### src/rtl/mmio_arb_pkg.sv
// rtl/mmio_arb_pkg.sv - shared types and limits for the MMIO bus arbiter
package mmio_arb_pkg;

    typedef enum logic [1:0] {
        IDLE,
        ISSUE,
        WAIT,
        ACK
    } state_t;

    localparam int MAX_MST     = 8;
    localparam int RD_WAIT_MAX = 7;

endpackage

### src/rtl/mmio_bus_arbiter_rr_picker.sv
// rtl/mmio_bus_arbiter_rr_picker.sv - round-robin picker: first requester after ptr, one-hot and index
module rr_picker #(
    parameter int N    = 2,
    parameter int ID_W = 1
) (
    input  logic [N-1:0]    req,
    input  logic [ID_W-1:0] ptr,
    output logic [N-1:0]    gnt,
    output logic [ID_W-1:0] idx,
    output logic            any
);

    always_comb begin
        gnt = '0;
        idx = '0;
        any = 1'b0;
        // Search ptr+1 .. ptr+N so the last winner has the lowest priority
        for (int i = 1; i <= N; i++) begin
            if (!any && req[(int'(ptr) + i) % N]) begin
                any                     = 1'b1;
                gnt[(int'(ptr) + i) % N] = 1'b1;
                idx                     = ID_W'((int'(ptr) + i) % N);
            end
        end
    end

endmodule

### src/rtl/mmio_bus_arbiter.sv
// rtl/mmio_bus_arbiter.sv - round-robin single-beat arbiter sharing the FPro MMIO bus among N_MST masters
// Optional grant lock for atomic read-modify-write: MMIO_ARB_LOCK_EN
module mmio_bus_arbiter
    import mmio_arb_pkg::*;
#(
    parameter int N_MST   = 2,
    parameter int ADDR_W  = 21,
    parameter int DATA_W  = 32,
    parameter int RD_WAIT = 0,
    localparam int ID_W   = (N_MST > 1) ? $clog2(N_MST) : 1
) (
    input  logic                    clk,
    input  logic                    reset,
    input  logic [N_MST-1:0]        m_req,
    input  logic [N_MST-1:0]        m_wr,
    input  logic [N_MST-1:0]        m_lock,
    input  logic [N_MST*ADDR_W-1:0] m_addr,
    input  logic [N_MST*DATA_W-1:0] m_wr_data,
    output logic [N_MST-1:0]        m_ack,
    output logic [DATA_W-1:0]       m_rd_data,
    output logic [ID_W-1:0]         gnt_id,
    output logic                    busy,
    output logic                    mmio_cs,
    output logic                    mmio_wr,
    output logic                    mmio_rd,
    output logic [ADDR_W-1:0]       mmio_addr,
    output logic [DATA_W-1:0]       mmio_wr_data,
    input  logic [DATA_W-1:0]       mmio_rd_data
);

    localparam logic [2:0] WAIT_LOAD = (RD_WAIT > 0) ? 3'(RD_WAIT - 1) : 3'd0;

    state_t            state, state_n;
    logic [ID_W-1:0]   ptr, pick_idx;
    logic [N_MST-1:0]  req_eff, pick_gnt;
    logic              pick_any, wr_q, sample_rd, sel_wr;
    logic [2:0]        wait_cnt;
    logic [ADDR_W-1:0] sel_addr;
    logic [DATA_W-1:0] sel_data;

`ifdef MMIO_ARB_LOCK_EN
    logic lock_q, lock_hold;

    // Lock only holds while the owner keeps m_lock high; dropping it re-arbitrates in the same IDLE cycle
    assign lock_hold = lock_q && m_lock[gnt_id];

    always_comb begin
        req_eff = '0;
        for (int i = 0; i < N_MST; i++)
            req_eff[i] = m_req[i] && (!lock_hold || gnt_id == ID_W'(i));
    end

    always_ff @(posedge clk or negedge reset) begin
        if (!reset)
            lock_q <= 1'b0;
        else if (state == ACK)
            lock_q <= m_lock[gnt_id];
        else if (state == IDLE)
            lock_q <= lock_hold;
    end
`else
    logic unused_lock;

    assign unused_lock = ^m_lock;
    assign req_eff     = m_req;
`endif

    rr_picker #(.N(N_MST), .ID_W(ID_W)) u_picker (
        .req (req_eff),
        .ptr (ptr),
        .gnt (pick_gnt),
        .idx (pick_idx),
        .any (pick_any)
    );

    always_comb begin
        sel_addr = '0;
        sel_data = '0;
        sel_wr   = 1'b0;
        for (int i = 0; i < N_MST; i++) begin
            if (pick_gnt[i]) begin
                sel_addr = sel_addr | m_addr[i*ADDR_W +: ADDR_W];
                sel_data = sel_data | m_wr_data[i*DATA_W +: DATA_W];
                sel_wr   = sel_wr | m_wr[i];
            end
        end
    end

    always_ff @(posedge clk or negedge reset) begin
        if (!reset)
            state <= IDLE;
        else
            state <= state_n;
    end

    always_comb begin
        state_n   = state;
        mmio_cs   = 1'b0;
        mmio_wr   = 1'b0;
        mmio_rd   = 1'b0;
        busy      = (state != IDLE);
        m_ack     = '0;
        sample_rd = 1'b0;
        case (state)
            IDLE:  if (pick_any) state_n = ISSUE;
            ISSUE: begin
                mmio_cs   = 1'b1;
                mmio_wr   = wr_q;
                mmio_rd   = !wr_q;
                sample_rd = !wr_q && (RD_WAIT == 0);
                state_n   = (RD_WAIT == 0) ? ACK : WAIT;
            end
            WAIT: begin
                if (wait_cnt == 3'd0) begin
                    sample_rd = !wr_q;
                    state_n   = ACK;
                end
            end
            ACK: begin
                for (int i = 0; i < N_MST; i++)
                    m_ack[i] = (gnt_id == ID_W'(i));
                state_n = IDLE;
            end
            default: state_n = IDLE;
        endcase
    end

    always_ff @(posedge clk or negedge reset) begin
        if (!reset) begin
            ptr          <= ID_W'(N_MST - 1);
            gnt_id       <= '0;
            wr_q         <= 1'b0;
            wait_cnt     <= '0;
            mmio_addr    <= '0;
            mmio_wr_data <= '0;
            m_rd_data    <= '0;
        end else begin
            if (state == IDLE && pick_any) begin
                gnt_id       <= pick_idx;
                wr_q         <= sel_wr;
                mmio_addr    <= sel_addr;
                mmio_wr_data <= sel_data;
            end
            if (state == ISSUE)
                wait_cnt <= WAIT_LOAD;
            else if (state == WAIT)
                wait_cnt <= wait_cnt - 3'd1;
            if (sample_rd)
                m_rd_data <= mmio_rd_data;
            if (state == ACK)
                ptr <= gnt_id;
        end
    end

endmodule
### config.mk
export PLATFORM = sky130hd
export DESIGN_NAME = mmio_bus_arbiter
export DESIGN_NICKNAME = d
export VERILOG_FILES = /design/src/rtl/mmio_arb_pkg.sv /design/src/rtl/mmio_bus_arbiter_rr_picker.sv /design/src/rtl/mmio_bus_arbiter.sv
export SDC_FILE = /design/constraint.sdc
export NUM_CORES = 1
export LEC_CHECK = 0
export CORE_ASPECT_RATIO = 2
export CORE_MARGIN = 5
export CORE_UTILIZATION = 38
export CTS_BUF_LIST = sky130_fd_sc_hd__clkbuf_16
export DETAILED_ROUTE_END_ITERATION = 10
export PLACE_DENSITY = 0.81
export SYNTH_ARGS = -nofsm -noshare
export SYNTH_HDL_FRONTEND = slang
export SYNTH_SLANG_ARGS = --single-unit
### constraint.sdc
create_clock -name clk -period 1.9 [get_ports clk]
set_input_delay 0.19 -clock clk [delete_from_list [all_inputs] [get_ports clk]]
set_output_delay 0.19 -clock clk [all_outputs]
set_load 0.01 [all_outputs]
[Yosys cells after proc, flatten, opt, wreduce, memory -nomap -nowiden]
Cells that the tools add are included.
Storage, ports and cells
  register bits: 93
  input bits: 146
  output and inout port bits: 92
  logic and storage cells: 71
Operators by class
  $add $sub $neg: 3
  $lt $le $gt $ge: 4
  equal/unequal tests: 5
  muxes and demuxes: 33
  bitwise logic cells: 7
  reductions and logical operators: 11
Operator list (count)
  32-bit two-way mux: 2
  21-bit two-way mux: 2
  32-bit bitwise OR: 1
  21-bit bitwise OR: 1
  1-bit two-way mux: 18
  2-bit two-way mux: 5
  2-bit case mux with 4 select lines: 1
  2-bit by 3-bit < comparator with 1-bit output, second input constant: 2
  3-bit two-way mux: 2
  2-bit == test, second input constant: 2
  2-bit by 1-bit >= comparator with 1-bit output, second input constant: 2
  1-bit logical AND: 4
  2-bit inequality test, second input constant: 2
  2-bit nonzero test: 2
  3-bit zero test: 1
  3-bit by 1-bit subtractor with 3-bit output, second input constant: 1
  1-bit adder, second input constant: 2
  1-bit bitwise AND, first input constant: 2
  1-bit demux with 1-bit select: 2
  2-bit by 1-bit == test with 1-bit output, second input constant: 1
  1-bit zero test: 2
  2-bit zero test: 1
  2-bit bitwise OR: 1
  1-bit case mux with 2 select lines: 1
  3 further kinds: 3

[Longest topological paths before layout]
  depth in word-level cells: 12
  depth in mapped cells: 6
  mapped depth without buffers: 5

[By module]
Synthesis repeated with hierarchy kept, for this count alone.
Unflattened totals
  cells, all modules: 353
  area total of the unflattened synthesis: 3978.8 um^2
By module, submodules not included
  mmio_bus_arbiter: instances 1, cells an instance 348, area each 3946.3 um^2, seq. area each 2328.5 um^2
  rr_picker: instances 1, cells an instance 5, area each 32.5 um^2, seq. area each 0.0 um^2

[Worst setup path before layout]
OpenSTA, ideal clock, no wires.
  path type: reg2reg
  start point: reg state[0]
  end point: reg m_rd_data[11]
  library setup time: 125 ps
  data arrival time: 1590 ps
  required time: 1775 ps
  slack: 185 ps
  stages on the path, launching flop included: 7
  path buffers: 1
  period minus slack after synthesis: 1715 ps
  cells stage by stage: dfrtp_1 > inv_1 > ha_1 > nor2b_1 > o21ai_2 > buf_2 > mux2_2
On the way
  longest elaborated chain between the ends: 2
  elaborated cells between the ends (all ways): 3
  those cells by class: eq/ne (2); mux (1)
RTL lines
  start, declared: line mmio_bus_arbiter.sv:33  | state_t state, state_n;
  start signal, assigned: line mmio_bus_arbiter.sv:93  | state <= state_n;
  2-bit == test / 2-bit by 1-bit == test with 1-bit output (equally long branches): line mmio_bus_arbiter.sv:104  | case (state)
  1-bit case mux with 2 select lines *: line mmio_bus_arbiter.sv:104
  end signal, assigned: line mmio_bus_arbiter.sv:149  | m_rd_data <= mmio_rd_data;
  end, declared: line mmio_bus_arbiter.sv:20  | output logic [DATA_W-1:0] m_rd_data,
Every way passes the cells marked *; elsewhere a longest branch is shown, timed or not.
A chain may end at the register's enable or synchronous reset.

[Final worst setup path]
  start point: reg state[1]
  end point: reg m_rd_data[26]
The elaborated chain is that of the path after synthesis.

==> implementation parameters <==
Parameter                              Value

CTS
  Num CTS Buffers    9
  H-tree level count    3
  TritonCTS Sinks    93
  TritonCTS clock tree    built
  Number of buffers between clock root and the deepest sink    2
  Clock slew seen by the registers of the worst setup and hold paths    70 ps
  Cell chosen for the clock root    clkbuf_16
  Later-pin clock latency in the skew report    about 330 ps

Detailed routing
  Top layer in use    met4
  DRC violation count after routing    0
  Initial DRT Pass Iterations    6
  Detail-routed via count per cell    5.15
  Drt wl/cell    just under 20 microns
  Vias    3634
  Antenna viol nets, final    0
  Final wirelength    approximately 14000 microns
  Routed length on met2    between 7000 and 8000 microns
  Routed length on met1    roughly 4800 microns
  Met3 Wirelength    a little over 700 microns
  Iteration-0 DRC Markers    about 110

Yosys
  Top cells by area in the synthesized netlist    dfrtp_1, mux2_2, a221o_1
  Net count after synthesis    479
  Post-synth top area cell    dfrtp_1
  Count of mapped cells out of synthesis    ~330
  Synth top area share    a little under three fifths
  Synth Cell Area    ~0.004 sq mm
  Cell variety after synth    28
  Fraction of the yosys area taken by sequential cells    about 58%
  Post-synthesis average cell area    around 12 sq um
  Count of synthesis-stage warnings from yosys    0
  Yosys reg bits    93

Worst setup path
  Top delay family on crit path    flip-flops
  Top fanout value on the critical path    30
  Kind of critical path    register to register
  Worst-path cell chain    buf_4, ha_1, and3b_1, o21ai_2, buf_12, mux2_2
  Kind of start point of the critical path    register
  Slowest Stage Delay on Critical Path    about 410 ps
  CP Data Arrival Time    just over 2000 ps
  Worst path slowest cell    dfrtp_1
  Endpoint class of the critical path    register
  Required @ worst endpoint    2110 ps
  Number of buffers and inverters on the critical path    2

Final layout
  FF+latch area    about 0.0023 sq mm
  Antenna cell count    0
  Layout net count    a little over 700
  Layout cells sized above 1    between 10% and 20%
  Growth of design area from synthesis to finish    71.2%
  Combined area of the multi-input logic cells    ~0.0016 sq mm
  Post-layout util    66.0%
  Number of inserted filler cells in the final layout    between 800 and 900

Global routing
  Total GRT Usage    20.4%
  Residual overflow from global routing    0
  Vias in the first global route    around 4000
  Number of antenna violations at the first check in global routing    0
  Maximum number of pins on one net before global-route repair    48
  Wire length of the first global-routing pass    ~21000 microns

STA
  Skew final    between 8 and 9 ps
  Share of the clock period used by the worst path    roughly 97%
  Actual slew at the worst max-slew pin    approximately 560 ps
  Time the final worst path needs with I/O delays and setup    1850 ps
  Setup TNS    0 ps
  Fmax    approximately 540 MHz
  Slew headroom    a little over three fifths
  Hold Vio Cnt, Final    0
  RSZ-0062 raised after global routing    yes
  Hold Worst Slack    approximately 400 ps
  Setup Viol. Count Final    0
  Max-slew violation count    0

Floorplan
  Core outline area    about 0.010 sq mm
  Number of placement rows    53
  Number of ports placed on the die boundary    ~240
  Die area    approximately 0.013 sq mm
  Starting density of the core    between 30% and 40%
  Die Width    approximately 83 microns
  Vertical die dimension    156 microns

Min path
  Worst hold path class    input pin to asynchronous set/reset pin

Place
  Weighted congestion reported at the end of routability-driven placement    roughly 0.89
  IO Port Bufs    between 200 and 250
  Placed wire-length estimate    between 10000 and 15000 microns

Power
  Power density relative to cell area    roughly 1500 mW/mm^2
  Leakage    slightly below 3 nW
  Highest ir drop seen on vdd    approximately 0.75 mV

Job
  Number of maximum-capacitance constraint violations    0

Run status
  Outcome    completed
==> per-stage QoR <==
step	instances	total power [mW]	worst slack [ps]	area (sq um)
6_report	705	10.4	48.0	6920
5_1_grt	705	11.1	-17.3	6920
4_1_cts	704	10.5	5.04	6910
3_5_place_dp	686	8.80	92.8	6590
3_3_place_gp	686	8.54	180	6590
2_1_floorplan	327	5.86	185	4040
==> worst register-to-register path: cells and delay by family (launching register included) <==
family / cells / cell delay (ps)
AOI/OAI and AO/OA: 1 / 220
muxes: 1 / 370
DFF: 1 / 410
and+or+nand+nor: 1 / 170
buffers and inverters: 2 / 390
adders and majority gates: 1 / 180
==> flip-flops by register name, summed over array words and instances, names as in the netlist <==
signal and count:
wait_cnt 3, wr_q 1, gnt_id 1, ptr 1
mmio_wr_data 32, state 2, mmio_addr 21, m_rd_data 32
==> per-layer routing <==
layer  vias to the layer above  global-route usage (%)
met3                        39                    5.02
met2                       155                    37.6
met4                         0                    11.0
met5                         -                       0
li1                       1701                       -
met1                      1739                    21.0
==> layout make-up <==
| cell class | instances | share of cell area (%) |
|---|---|---|
| clock buffers | 9 | 3.25 |
| clock inverters | 7 | 0.741 |
| inverters | 6 | 0.325 |
| multi-input cells | 200 | 22.9 |
| flip-flops and latches | 93 | 33.6 |
| well taps | 137 | 2.48 |
| repair buffers | 253 | 36.7 |
==> layout by cell type, fill, tap and decap left out, drive strengths merged, types with 3 or more instances in the layout <==
master / count
a221o: 27
a32oi: 27
and3: 28
buf: 18
clkbuf: 9
clkdlybuf4s50: 230
clkinvlp: 4
dfrtp: 92
ha: 6
inv: 8
mux2: 35
nand2: 30
nor2: 3
nor2b: 3
o21ai: 31
==> report_power, final <==
part	internal (mW)	leakage [nW]	switching [mW]
clock network	0.888	0.125	0.759
logic	3.10	1.70	2.22
registers	2.95	1.14	0.517
total	6.94	2.97	3.50
==> kinds of logic (layout without fill, tap and decap cells) <==
kind of cell             after synthesis  after routing  share of synthesized area (%)
flip-flops                            93             93                           57.6
AO/OA/AOI/OAI                         89             89                           17.4
buffers and inverters                 34            275                           4.30
AND/OR/NAND/NOR                       69             69                           8.82
adder cells (fa/ha/maj)                6              6                           1.86
multiplexers                          36             36                           10.0
==> repair_timing <==
item	in CTS	in global routing
setup buffers	1	1
hold buffers	1	0
resized for setup	6	4
endpoints found under the hold margin	40	0
setup endpoints to repair	4	4
==> synthesized netlist by cell type <==
library cell	number
mux2_2	30
buf_2	4
ha_1	6
nand2_1	30
buf_4	3
buf_6	4
o22ai_1	1
and2_1	2
a21boi_2	1
inv_1	6
buf_1	1
mux2i_1	1
a32oi_1	27
a22o_1	1
clkbuf_1	16
dfstp_2	1
nand2b_1	2
dfrtp_1	92
a221o_1	27
and3b_1	1
and3_4	1
o21ai_2	2
o21ai_0	29
a22oi_1	1
nor2_1	3
nor2b_1	3
mux2_1	5
and3_1	27
==> final timing paths <==
path,endpoint,from,slack (ps),cells past startpoint
min in group clk,m_rd_data[6]$_DFFE_PN0P_,mmio_rd_data[6],450,2
worst max register to register,m_rd_data[26]$_DFFE_PN0P_,state[1]$_DFFE_PN0P_,50,6
worst min register to register,mmio_addr[9]$_DFFE_PN0P_,mmio_addr[9]$_DFFE_PN0P_,480,2
max in group asynchronous,m_rd_data[30]$_DFFE_PN0P_,reset,900,3
worst max-delay path,m_rd_data[26]$_DFFE_PN0P_,state[1]$_DFFE_PN0P_,50,6
worst min-delay path,m_rd_data[22]$_DFFE_PN0P_,reset,400,2
Note: power is estimated with default switching activity, not from simulation.
